--- src/rtl/simd_pkg.sv ---
// rtl/simd_pkg.sv - shared constants, opcodes and FSM states for the SIMD sequencer
package simd_pkg;

  localparam int LANES = 3;
  localparam int AW    = 4;

  typedef enum logic [1:0] {
    OP_NOP  = 2'b00,
    OP_LOAD = 2'b01,
    OP_READ = 2'b10,
    OP_RSVD = 2'b11
  } op_e;

  typedef enum logic [2:0] {
    ST_IDLE,
    ST_LOAD,
    ST_TAIL,
    ST_READ,
    ST_RWAIT,
    ST_FIN
  } state_e;

endpackage

--- src/rtl/simd_seq_ctrl_if.sv ---
// rtl/simd_seq_ctrl_if.sv - command handshake and PE memory control bundle
interface simd_seq_ctrl_if;
  import simd_pkg::*;

  logic             cmd_valid;
  logic             cmd_ready;
  logic [1:0]       cmd_op;
  logic [LANES-1:0] cmd_mask;
  logic [AW-1:0]    cmd_base;
  logic [AW-1:0]    cmd_len;
  logic [AW-1:0]    cmd_rb;
  logic             data_req;
  logic [LANES-1:0] en_write;
  logic [AW-1:0]    wr_addr;
  logic             en_read;
  logic [AW-1:0]    rd_addr_a;
  logic [AW-1:0]    rd_addr_b;
  logic             rd_valid;
  logic             done;
  logic             err;

  // issue side: drives commands, observes the PE control lines
  modport master (
    output cmd_valid, cmd_op, cmd_mask, cmd_base, cmd_len, cmd_rb,
    input  cmd_ready, data_req, en_write, wr_addr, en_read,
    input  rd_addr_a, rd_addr_b, rd_valid, done, err
  );

  // sequencer side
  modport slave (
    input  cmd_valid, cmd_op, cmd_mask, cmd_base, cmd_len, cmd_rb,
    output cmd_ready, data_req, en_write, wr_addr, en_read,
    output rd_addr_a, rd_addr_b, rd_valid, done, err
  );

endinterface

--- src/rtl/simd_addr_ctr.sv ---
// rtl/simd_addr_ctr.sv - loadable wrap-around beat counter with last-beat flag
module simd_addr_ctr
  import simd_pkg::*;
(
  input  logic          clk,
  input  logic          rst_n,
  input  logic          load,
  input  logic          inc,
  input  logic [AW-1:0] load_val,
  input  logic [AW-1:0] len,
  output logic [AW-1:0] count,
  output logic          last
);

  logic [AW-1:0] count_q;
  logic [AW-1:0] count_d;

  // load wins over increment; increment wraps naturally at AW bits
  always_comb begin
    count_d = count_q;
    if (load) begin
      count_d = load_val;
    end else if (inc) begin
      count_d = count_q + 1'b1;
    end
  end

  // counter register
  always_ff @(posedge clk or negedge rst_n) begin
    if (!rst_n) begin
      count_q <= '0;
    end else begin
      count_q <= count_d;
    end
  end

  assign count = count_q;
  assign last  = (count_q == len);

endmodule

--- src/rtl/simd_seq_ctrl.sv ---
// rtl/simd_seq_ctrl.sv - command sequencer driving the three-lane PE memory array
module simd_seq_ctrl
  import simd_pkg::*;
(
  input  logic           clk,
  input  logic           rst_n,
  simd_seq_ctrl_if.slave bus
);

  state_e           state_q, state_d;
  logic [LANES-1:0] mask_q, mask_d;
  logic [AW-1:0]    base_q, base_d;
  logic [AW-1:0]    len_q, len_d;
  logic             data_req_q, data_req_d;
  logic [LANES-1:0] en_write_q, en_write_d;
  logic [AW-1:0]    wr_addr_q, wr_addr_d;
  logic             en_read_q, en_read_d;
  logic [AW-1:0]    rd_addr_a_q, rd_addr_a_d;
  logic [AW-1:0]    rd_addr_b_q, rd_addr_b_d;
  logic             rd_valid_q, rd_valid_d;
  logic             done_q, done_d;
  logic             err_q, err_d;

  logic             accept;
  logic [AW-1:0]    beat;
  logic             beat_last;

  assign accept = bus.cmd_valid && (state_q == ST_IDLE);

  // beat index of the LOAD cycle in progress; restarted on every accept
  simd_addr_ctr u_ctr (
    .clk      (clk),
    .rst_n    (rst_n),
    .load     (accept),
    .inc      (state_q == ST_LOAD),
    .load_val ('0),
    .len      (len_q),
    .count    (beat),
    .last     (beat_last)
  );

  // next-state and next-output logic; every output is registered so the
  // value computed here appears in the cycle after the edge.
  // The opcode needs no latch of its own: the state it selects carries it,
  // and READ addresses are captured straight into their output registers.
  always_comb begin
    state_d     = state_q;
    mask_d      = mask_q;
    base_d      = base_q;
    len_d       = len_q;
    data_req_d  = 1'b0;
    en_write_d  = '0;
    wr_addr_d   = wr_addr_q;
    en_read_d   = 1'b0;
    rd_addr_a_d = rd_addr_a_q;
    rd_addr_b_d = rd_addr_b_q;
    rd_valid_d  = 1'b0;
    done_d      = 1'b0;
    err_d       = 1'b0;
    case (state_q)
      ST_IDLE: begin
        if (bus.cmd_valid) begin
          mask_d = bus.cmd_mask;
          base_d = bus.cmd_base;
          len_d  = bus.cmd_len;
          case (bus.cmd_op)
            OP_LOAD: begin
              state_d    = ST_LOAD;
              data_req_d = 1'b1;
            end
            OP_READ: begin
              state_d     = ST_READ;
              en_read_d   = 1'b1;
              rd_addr_a_d = bus.cmd_base;
              rd_addr_b_d = bus.cmd_rb;
            end
            default: begin
              state_d = ST_FIN;
              done_d  = 1'b1;
              err_d   = (bus.cmd_op == OP_RSVD);
            end
          endcase
        end
      end
      ST_LOAD: begin
        // beat presented now lands in the staging regs; write it next cycle
        en_write_d = mask_q;
        wr_addr_d  = base_q + beat;
        if (beat_last) begin
          state_d = ST_TAIL;
          done_d  = 1'b1;
        end else begin
          data_req_d = 1'b1;
        end
      end
      ST_READ: begin
        state_d    = ST_RWAIT;
        rd_valid_d = 1'b1;
        done_d     = 1'b1;
      end
      default: begin
        state_d = ST_IDLE;
      end
    endcase
  end

  // FSM state, latched command fields and output registers
  always_ff @(posedge clk or negedge rst_n) begin
    if (!rst_n) begin
      state_q     <= ST_IDLE;
      mask_q      <= '0;
      base_q      <= '0;
      len_q       <= '0;
      data_req_q  <= 1'b0;
      en_write_q  <= '0;
      wr_addr_q   <= '0;
      en_read_q   <= 1'b0;
      rd_addr_a_q <= '0;
      rd_addr_b_q <= '0;
      rd_valid_q  <= 1'b0;
      done_q      <= 1'b0;
      err_q       <= 1'b0;
    end else begin
      state_q     <= state_d;
      mask_q      <= mask_d;
      base_q      <= base_d;
      len_q       <= len_d;
      data_req_q  <= data_req_d;
      en_write_q  <= en_write_d;
      wr_addr_q   <= wr_addr_d;
      en_read_q   <= en_read_d;
      rd_addr_a_q <= rd_addr_a_d;
      rd_addr_b_q <= rd_addr_b_d;
      rd_valid_q  <= rd_valid_d;
      done_q      <= done_d;
      err_q       <= err_d;
    end
  end

  assign bus.cmd_ready = (state_q == ST_IDLE);
  assign bus.data_req  = data_req_q;
  assign bus.en_write  = en_write_q;
  assign bus.wr_addr   = wr_addr_q;
  assign bus.en_read   = en_read_q;
  assign bus.rd_addr_a = rd_addr_a_q;
  assign bus.rd_addr_b = rd_addr_b_q;
  assign bus.rd_valid  = rd_valid_q;
  assign bus.done      = done_q;
  assign bus.err       = err_q;

endmodule

--- src/flat_wrapper.sv ---
// flat-port wrapper written by rule: the top's interface ports become plain ports
module simd_seq_ctrl_flat import simd_pkg::*;
  (clk, rst_n, bus_cmd_valid, bus_cmd_op, bus_cmd_mask, bus_cmd_base, bus_cmd_len, bus_cmd_rb, bus_cmd_ready, bus_data_req, bus_en_write, bus_wr_addr, bus_en_read, bus_rd_addr_a, bus_rd_addr_b, bus_rd_valid, bus_done, bus_err);
  simd_seq_ctrl_if bus_i ();
  input  logic clk;
  input  logic rst_n;
  input wire logic [$bits(bus_i.cmd_valid)-1:0] bus_cmd_valid;
  input wire logic [$bits(bus_i.cmd_op)-1:0] bus_cmd_op;
  input wire logic [$bits(bus_i.cmd_mask)-1:0] bus_cmd_mask;
  input wire logic [$bits(bus_i.cmd_base)-1:0] bus_cmd_base;
  input wire logic [$bits(bus_i.cmd_len)-1:0] bus_cmd_len;
  input wire logic [$bits(bus_i.cmd_rb)-1:0] bus_cmd_rb;
  output wire logic [$bits(bus_i.cmd_ready)-1:0] bus_cmd_ready;
  output wire logic [$bits(bus_i.data_req)-1:0] bus_data_req;
  output wire logic [$bits(bus_i.en_write)-1:0] bus_en_write;
  output wire logic [$bits(bus_i.wr_addr)-1:0] bus_wr_addr;
  output wire logic [$bits(bus_i.en_read)-1:0] bus_en_read;
  output wire logic [$bits(bus_i.rd_addr_a)-1:0] bus_rd_addr_a;
  output wire logic [$bits(bus_i.rd_addr_b)-1:0] bus_rd_addr_b;
  output wire logic [$bits(bus_i.rd_valid)-1:0] bus_rd_valid;
  output wire logic [$bits(bus_i.done)-1:0] bus_done;
  output wire logic [$bits(bus_i.err)-1:0] bus_err;
  assign bus_i.cmd_valid = bus_cmd_valid;
  assign bus_i.cmd_op = bus_cmd_op;
  assign bus_i.cmd_mask = bus_cmd_mask;
  assign bus_i.cmd_base = bus_cmd_base;
  assign bus_i.cmd_len = bus_cmd_len;
  assign bus_i.cmd_rb = bus_cmd_rb;
  assign bus_cmd_ready = bus_i.cmd_ready;
  assign bus_data_req = bus_i.data_req;
  assign bus_en_write = bus_i.en_write;
  assign bus_wr_addr = bus_i.wr_addr;
  assign bus_en_read = bus_i.en_read;
  assign bus_rd_addr_a = bus_i.rd_addr_a;
  assign bus_rd_addr_b = bus_i.rd_addr_b;
  assign bus_rd_valid = bus_i.rd_valid;
  assign bus_done = bus_i.done;
  assign bus_err = bus_i.err;
  simd_seq_ctrl u_core (.clk(clk), .rst_n(rst_n), .bus(bus_i));
endmodule
--- config.mk ---
export PLATFORM = sky130hd
export DESIGN_NAME = simd_seq_ctrl_flat
export DESIGN_NICKNAME = d
export VERILOG_FILES = /design/src/rtl/simd_pkg.sv /design/src/rtl/simd_seq_ctrl_if.sv /design/src/rtl/simd_addr_ctr.sv /design/src/rtl/simd_seq_ctrl.sv /design/src/flat_wrapper.sv
export SDC_FILE = /design/constraint.sdc
export NUM_CORES = 1
export LEC_CHECK = 0
export ABC_CLOCK_PERIOD_IN_PS = 1500
export CORE_MARGIN = 3
export CORE_UTILIZATION = 43
export CTS_BUF_LIST = sky130_fd_sc_hd__clkbuf_16
export DETAILED_ROUTE_END_ITERATION = 10
export HOLD_SLACK_MARGIN = 0.15
export PLACE_DENSITY_LB_ADDON = 0.3
export SYNTH_ARGS = -nofsm -noshare
export SYNTH_HDL_FRONTEND = slang
export SYNTH_SLANG_ARGS = --single-unit
export TNS_END_PERCENT = 1
--- constraint.sdc ---
create_clock -name clk -period 1.5 [get_ports clk]
set_clock_uncertainty 0.05 [all_clocks]
set_input_delay 0.15 -clock clk [delete_from_list [all_inputs] [get_ports clk]]
set_output_delay 0.15 -clock clk [all_outputs]
set_load 0.03 [all_outputs]
# == After elaboration in Yosys (flattened, before gate mapping) ==
# Cells that the tools add are included.
# totals
in_bits,20
register_bits,38
word_cells,53
out_inout_bits,21
# op_classes
reduce_logical,7
add_sub_neg,2
eq_ne,8
n_mux,22
# op_table
operator,count
$mux 1,13
$mux 3,3
$pmux 3 s3,1
$mux 4,2
$pmux 3 s2,1
$add 4x1->4 const B,1
$add 4x4->4,1
$eq 2x2->1 const B,2
$eq 4x4->1,1
$reduce_and 2->1,2
$eq 3x1->1 const B,1
$eq 3x2->1 const B,1
$logic_not 3->1,1
$pmux 1 s3,1
$reduce_and 3->1,1
$eq 2x1->1 const B,1
$ne 2x1->1 const B,1
$ne 2x2->1 const B,1
$pmux 1 s2,1
$reduce_bool 2->1,1
$reduce_or 2->1,1
$logic_and 1x1->1,1

# == Longest topological paths before layout ==
# depth
ltp_word,5
mapped_depth,5
depth_no_buf,5

# == Modules after synthesis ==
# From an unflattened synthesis, not the netlist that was laid out.
# hier_totals
cells_unflattened,127
hier_area_um2,1707.9
# by_module_without_submodules
mod,area_per_inst_um2,cells_each,n_inst
simd_seq_ctrl,1463.9,104,1
simd_addr_ctr,244.0,23,1

# == Worst setup path after synthesis ==
# OpenSTA, ideal clock, no wires.
# synth_timing
kind,register -> register
from,reg u_core.state_q[0]
to,"reg u_core.u_ctr.count_q[0], in the netlist u_core.u_ctr.count[0]"
path_slack_ns,0.024
period_less_slack_ns,1.476
t_arrival_ns,1.301
path_stages_with_launch,5
cell_sequence,dfrtp_1 > nor4b_2 > buf_2 > nor2_1 > mux2_2
# synth_between
elab_chain_len,3
word_cells_on_any_way,5
classes_between,1 x eq/ne; 1 x mux; 3 x reduce/logical
# synth_lines
item,line_no,text
start: declaration,simd_seq_ctrl.sv:10,"state_e state_q, state_d;"
start signal: assignment,simd_seq_ctrl.sv:124,state_q <= state_d;
$logic_not 3->1,simd_seq_ctrl.sv:28,assign accept = bus.cmd_valid && (state_q == ST_IDLE);
$logic_and 1x1->1,simd_seq_ctrl.sv:28,
$mux 4 / $reduce_bool 2->1 (equally long branches),--,
end signal: assignment,simd_addr_ctr.sv:33,count_q <= count_d;
end: declaration,simd_addr_ctr.sv:15,logic [AW-1:0] count_q;
# Several ways; a longest one is shown, not always the timed one.
# A chain may end at the register's enable or synchronous reset.

# == Final worst setup path ==
# layout_timing
from,reg u_core.state_q[1]
to,"reg u_core.rd_addr_a_q[0], in the netlist u_core.bus.rd_addr_a[0]"
# layout_between
elab_chain_len,2
# layout_lines
item,line_no,text
$logic_not 3->1,simd_seq_ctrl.sv:60,case (state_q)
$reduce_and 3->1 (no line),--,
end signal: assignment,simd_seq_ctrl.sv:132,rd_addr_a_q <= rd_addr_a_d;
end: declaration,simd_seq_ctrl.sv:18,"logic [AW-1:0] rd_addr_a_q, rd_addr_a_d;"
# Every way passes these cells.

==> impl_metrics.ini <==
[worst_setup_path]
critPathMaxStageDelay_ps = 440
r2r_slack_ps = -40
path_cells = nor4b_4 -> buf_4 -> nand2_2 -> buf_12 -> mux2_2
end_kind = flip-flop
reg2reg_from = u_core.state_q[1]$_DFFE_PN0P_
cp_max_fo = 10
cp-start-kind = flip-flop
path_class = reg -> reg
r2r_cells = 5
cp_slowest_cell = dfrtp_2
cpLargestDelayFamily = flip-flops
path_buf_inv = 2
arrival_ps = 1660
cp_data_required_time_ps = 1610
timing.rr.end = u_core.bus.rd_addr_a[0]$_DFFE_PN0P_

[timing]
period_minus_slack_ps = 1540
timing.final.ws_setup_ps = -42.2
slew_viol_final = 0
timing.hold.ws_ps = 396
tightest_slew_ps = 464
rsz0062_at_grt = true
hold_viol_final = 0
timing.fmax_mhz = 648
maxSlewHeadroom = 0.691
fin_setup_tns_ps = -524
period_share = 1.03
setup_viol = 19

[floorplan]
ios = 41
die_h_um = 67.5
num_rows = 21
die-width_um = 67.5
core_um2 = 3490
die_area_um2 = 4560
initial_core_util = 0.466

[final_layout]
final_cell_mix = dfrtp_1, clkdlybuf4s50_1, mux2_2
diodes = 0
num-nets-final = 210
layout_commonest_cell = dfrtp_1
area_growth_pct = 50.7
fillCellCount = 253
fin_area_um2 = 2450
drive_above_1_share = 0.284

[status]
status = complete, but fails checks
violations = setup timing

[pwr]
p_per_area_nw_per_um2 = 2340
p_leak_nw = 1.25
max-vdd-ir-drop_mv = 1.37

[global_routing]
met1_usage = 0.198
grt_pass1_wl_um = 5600
grtUsageMet2 = 0.299
grt_busiest_layer = met2
antenna_found_initial = 0
grt_overflow = 0
grt_pass1_vias = 1201
grt_use_met3 = 0.0549
grt_use_total = 0.173
grt_max_degree = 39

[placed_design]
dp_hpwl_um = 2310
portBuffers = 40
gp_congestion = 0.795
placed_area_um2 = 2170

[clock_tree]
clkLatencyLatePin_ps = 280
cts-root-buf = clkbuf_16
cts_max_level = 2
cts_made_buffers = 5
clock_path_buffers = 2
clkTransAtPathRegs_ps = 60
cts_tree = done
clock-sinks = 38

[yosys]
ys_types = 26
yosys_warnings = 0
ys_seq_area_frac = 0.584
synth_top_area_frac = 0.584
synth_area_per_cell_um2 = 13.2
synth_nets = 151
ys_top_cells_by_area = dfrtp_1, mux2_2, ha_1
syn_area_um2 = 1630
yosysTopAreaCell = dfrtp_1
synth_seq_cells = 38
syn_inst = 123

[detailed_routing]
wl_um = 3450
drt_iter0_markers = 24
vias_per_cell = 4.94
first_pass_iters = 4
ant_nets = 0
drc_errors = 0
vias = 1132
routedWlPerCell_um = 15.1

[run]
drv_cap = 0

[min_path]
hold_path.class = in -> async
## stage by stage
stage	total power, W	instances	worst slack (ps)	util
final	0.00575	229	-42.2	0.702
after global routing	0.00611	229	-79.8	0.702
after CTS	0.00568	226	-37.5	0.679
after detailed placement	0.00433	217	-134	0.621
after global placement	0.00420	217	-94.6	0.621
after floorplan	0.00333	123	24.3	-
## layout make-up
| type | instances | area (µm²) | area share |
|---|---|---|---|
| clock buffers | 5 | 125 | 0.0510 |
| clock inverters | 3 | 63.8 | 0.0260 |
| inverters | 6 | 22.5 | 0.00918 |
| multi-input cells | 75 | 673 | 0.274 |
| flip-flops and latches | 38 | 952 | 0.388 |
| well taps | 46 | 57.6 | 0.0235 |
| repair buffers | 56 | 558 | 0.228 |
## synth_stat cells
master,instances
a21o_1,3
a21oi_1,4
a22o_1,3
a31oi_1,1
and2_1,5
buf_2,3
clkbuf_1,1
dfrtp_1,38
fa_1,1
ha_1,7
inv_1,6
mux2_2,19
mux2_4,1
mux2i_1,1
nand2_1,8
nand3_1,3
nand4_1,1
nor2_1,2
nor2b_1,1
nor3_1,1
nor3b_1,1
nor4b_2,1
o21ai_0,4
or3b_1,1
xnor2_1,5
xor2_1,2
## worst reg2reg max path, stage by stage, from the launching register on
cell,delay (ps)
dfrtp_2,440
nor4b_4,270
buf_4,180
nand2_2,70
buf_12,140
mux2_2,270
## logic make-up after synthesis
| logic type | after synthesis | share of synthesized area |
|---|---|---|
| AOI/OAI and AO/OA | 15 | 0.0584 |
| buffers and inverters | 10 | 0.0254 |
| DFF | 38 | 0.584 |
| adders and majority gates | 8 | 0.0661 |
| muxes | 21 | 0.147 |
| and+or+nand+nor | 24 | 0.0815 |
| xor gates and xnor gates | 7 | 0.0377 |
## metal layers
layer	wire, µm	part of all wire
met1	1450	0.42
met2	1790	0.52
met3	155	0.045
met4	55	0.016
met5	0	0
## state kept, by name (all words and copies together) (netlist names)
register,flops
u_core.bus.wr_addr,4
u_core.bus.done,1
u_core.bus.data_req,1
u_core.bus.rd_valid,1
u_core.bus.rd_addr_a,4
u_core.bus.err,1
u_core.bus.rd_addr_b,4
u_core.state_q,3
u_core.bus.en_write,3
u_core.len_q,4
u_core.base_q,4
u_core.u_ctr.count,4
u_core.bus.en_read,1
u_core.mask_q,3
## what timing repair did
item | in CTS | in global routing
pin swaps | 0 | 1
hold buffers | 1 | 0
gates cloned | 0 | 1
gates resized for setup | 8 | 23
endpoints found under the setup margin | 19 | 41
endpoints found under the hold margin | 38 | 0
setup buffers | 0 | 2
## report_power, final
group / switching [W] / total, W / internal [W] / leakage (nW)
registers: 0.000287 / 0.00177 / 0.00149 / 0.470
clock network: 0.000391 / 0.00134 / 0.000946 / 0.0915
logic: 0.00132 / 0.00264 / 0.00132 / 0.690
total: 0.00200 / 0.00575 / 0.00375 / 1.25
## how the worst max path moves through the flow
stage	start	end	cells after the start
3_5_place_dp	bus_cmd_valid	u_core.u_ctr.count[0]$_DFFE_PN0P_	5
4_1_cts	u_core.state_q[0]$_DFFE_PN0P_	u_core.bus.rd_addr_a[0]$_DFFE_PN0P_	4
6_report	u_core.state_q[1]$_DFFE_PN0P_	u_core.bus.rd_addr_a[0]$_DFFE_PN0P_	5
3_3_place_gp	bus_cmd_op[0]	u_core.bus.rd_addr_a[3]$_DFFE_PN0P_	6
5_1_grt	u_core.state_q[1]$_DFFE_PN0P_	u_core.bus.rd_addr_a[2]$_DFFE_PN0P_	5
2_1_floorplan	u_core.state_q[0]$_DFFE_PN0P_	u_core.u_ctr.count[0]$_DFFE_PN0P_	4
No activity file was read; power rests on OpenSTA's default activity.
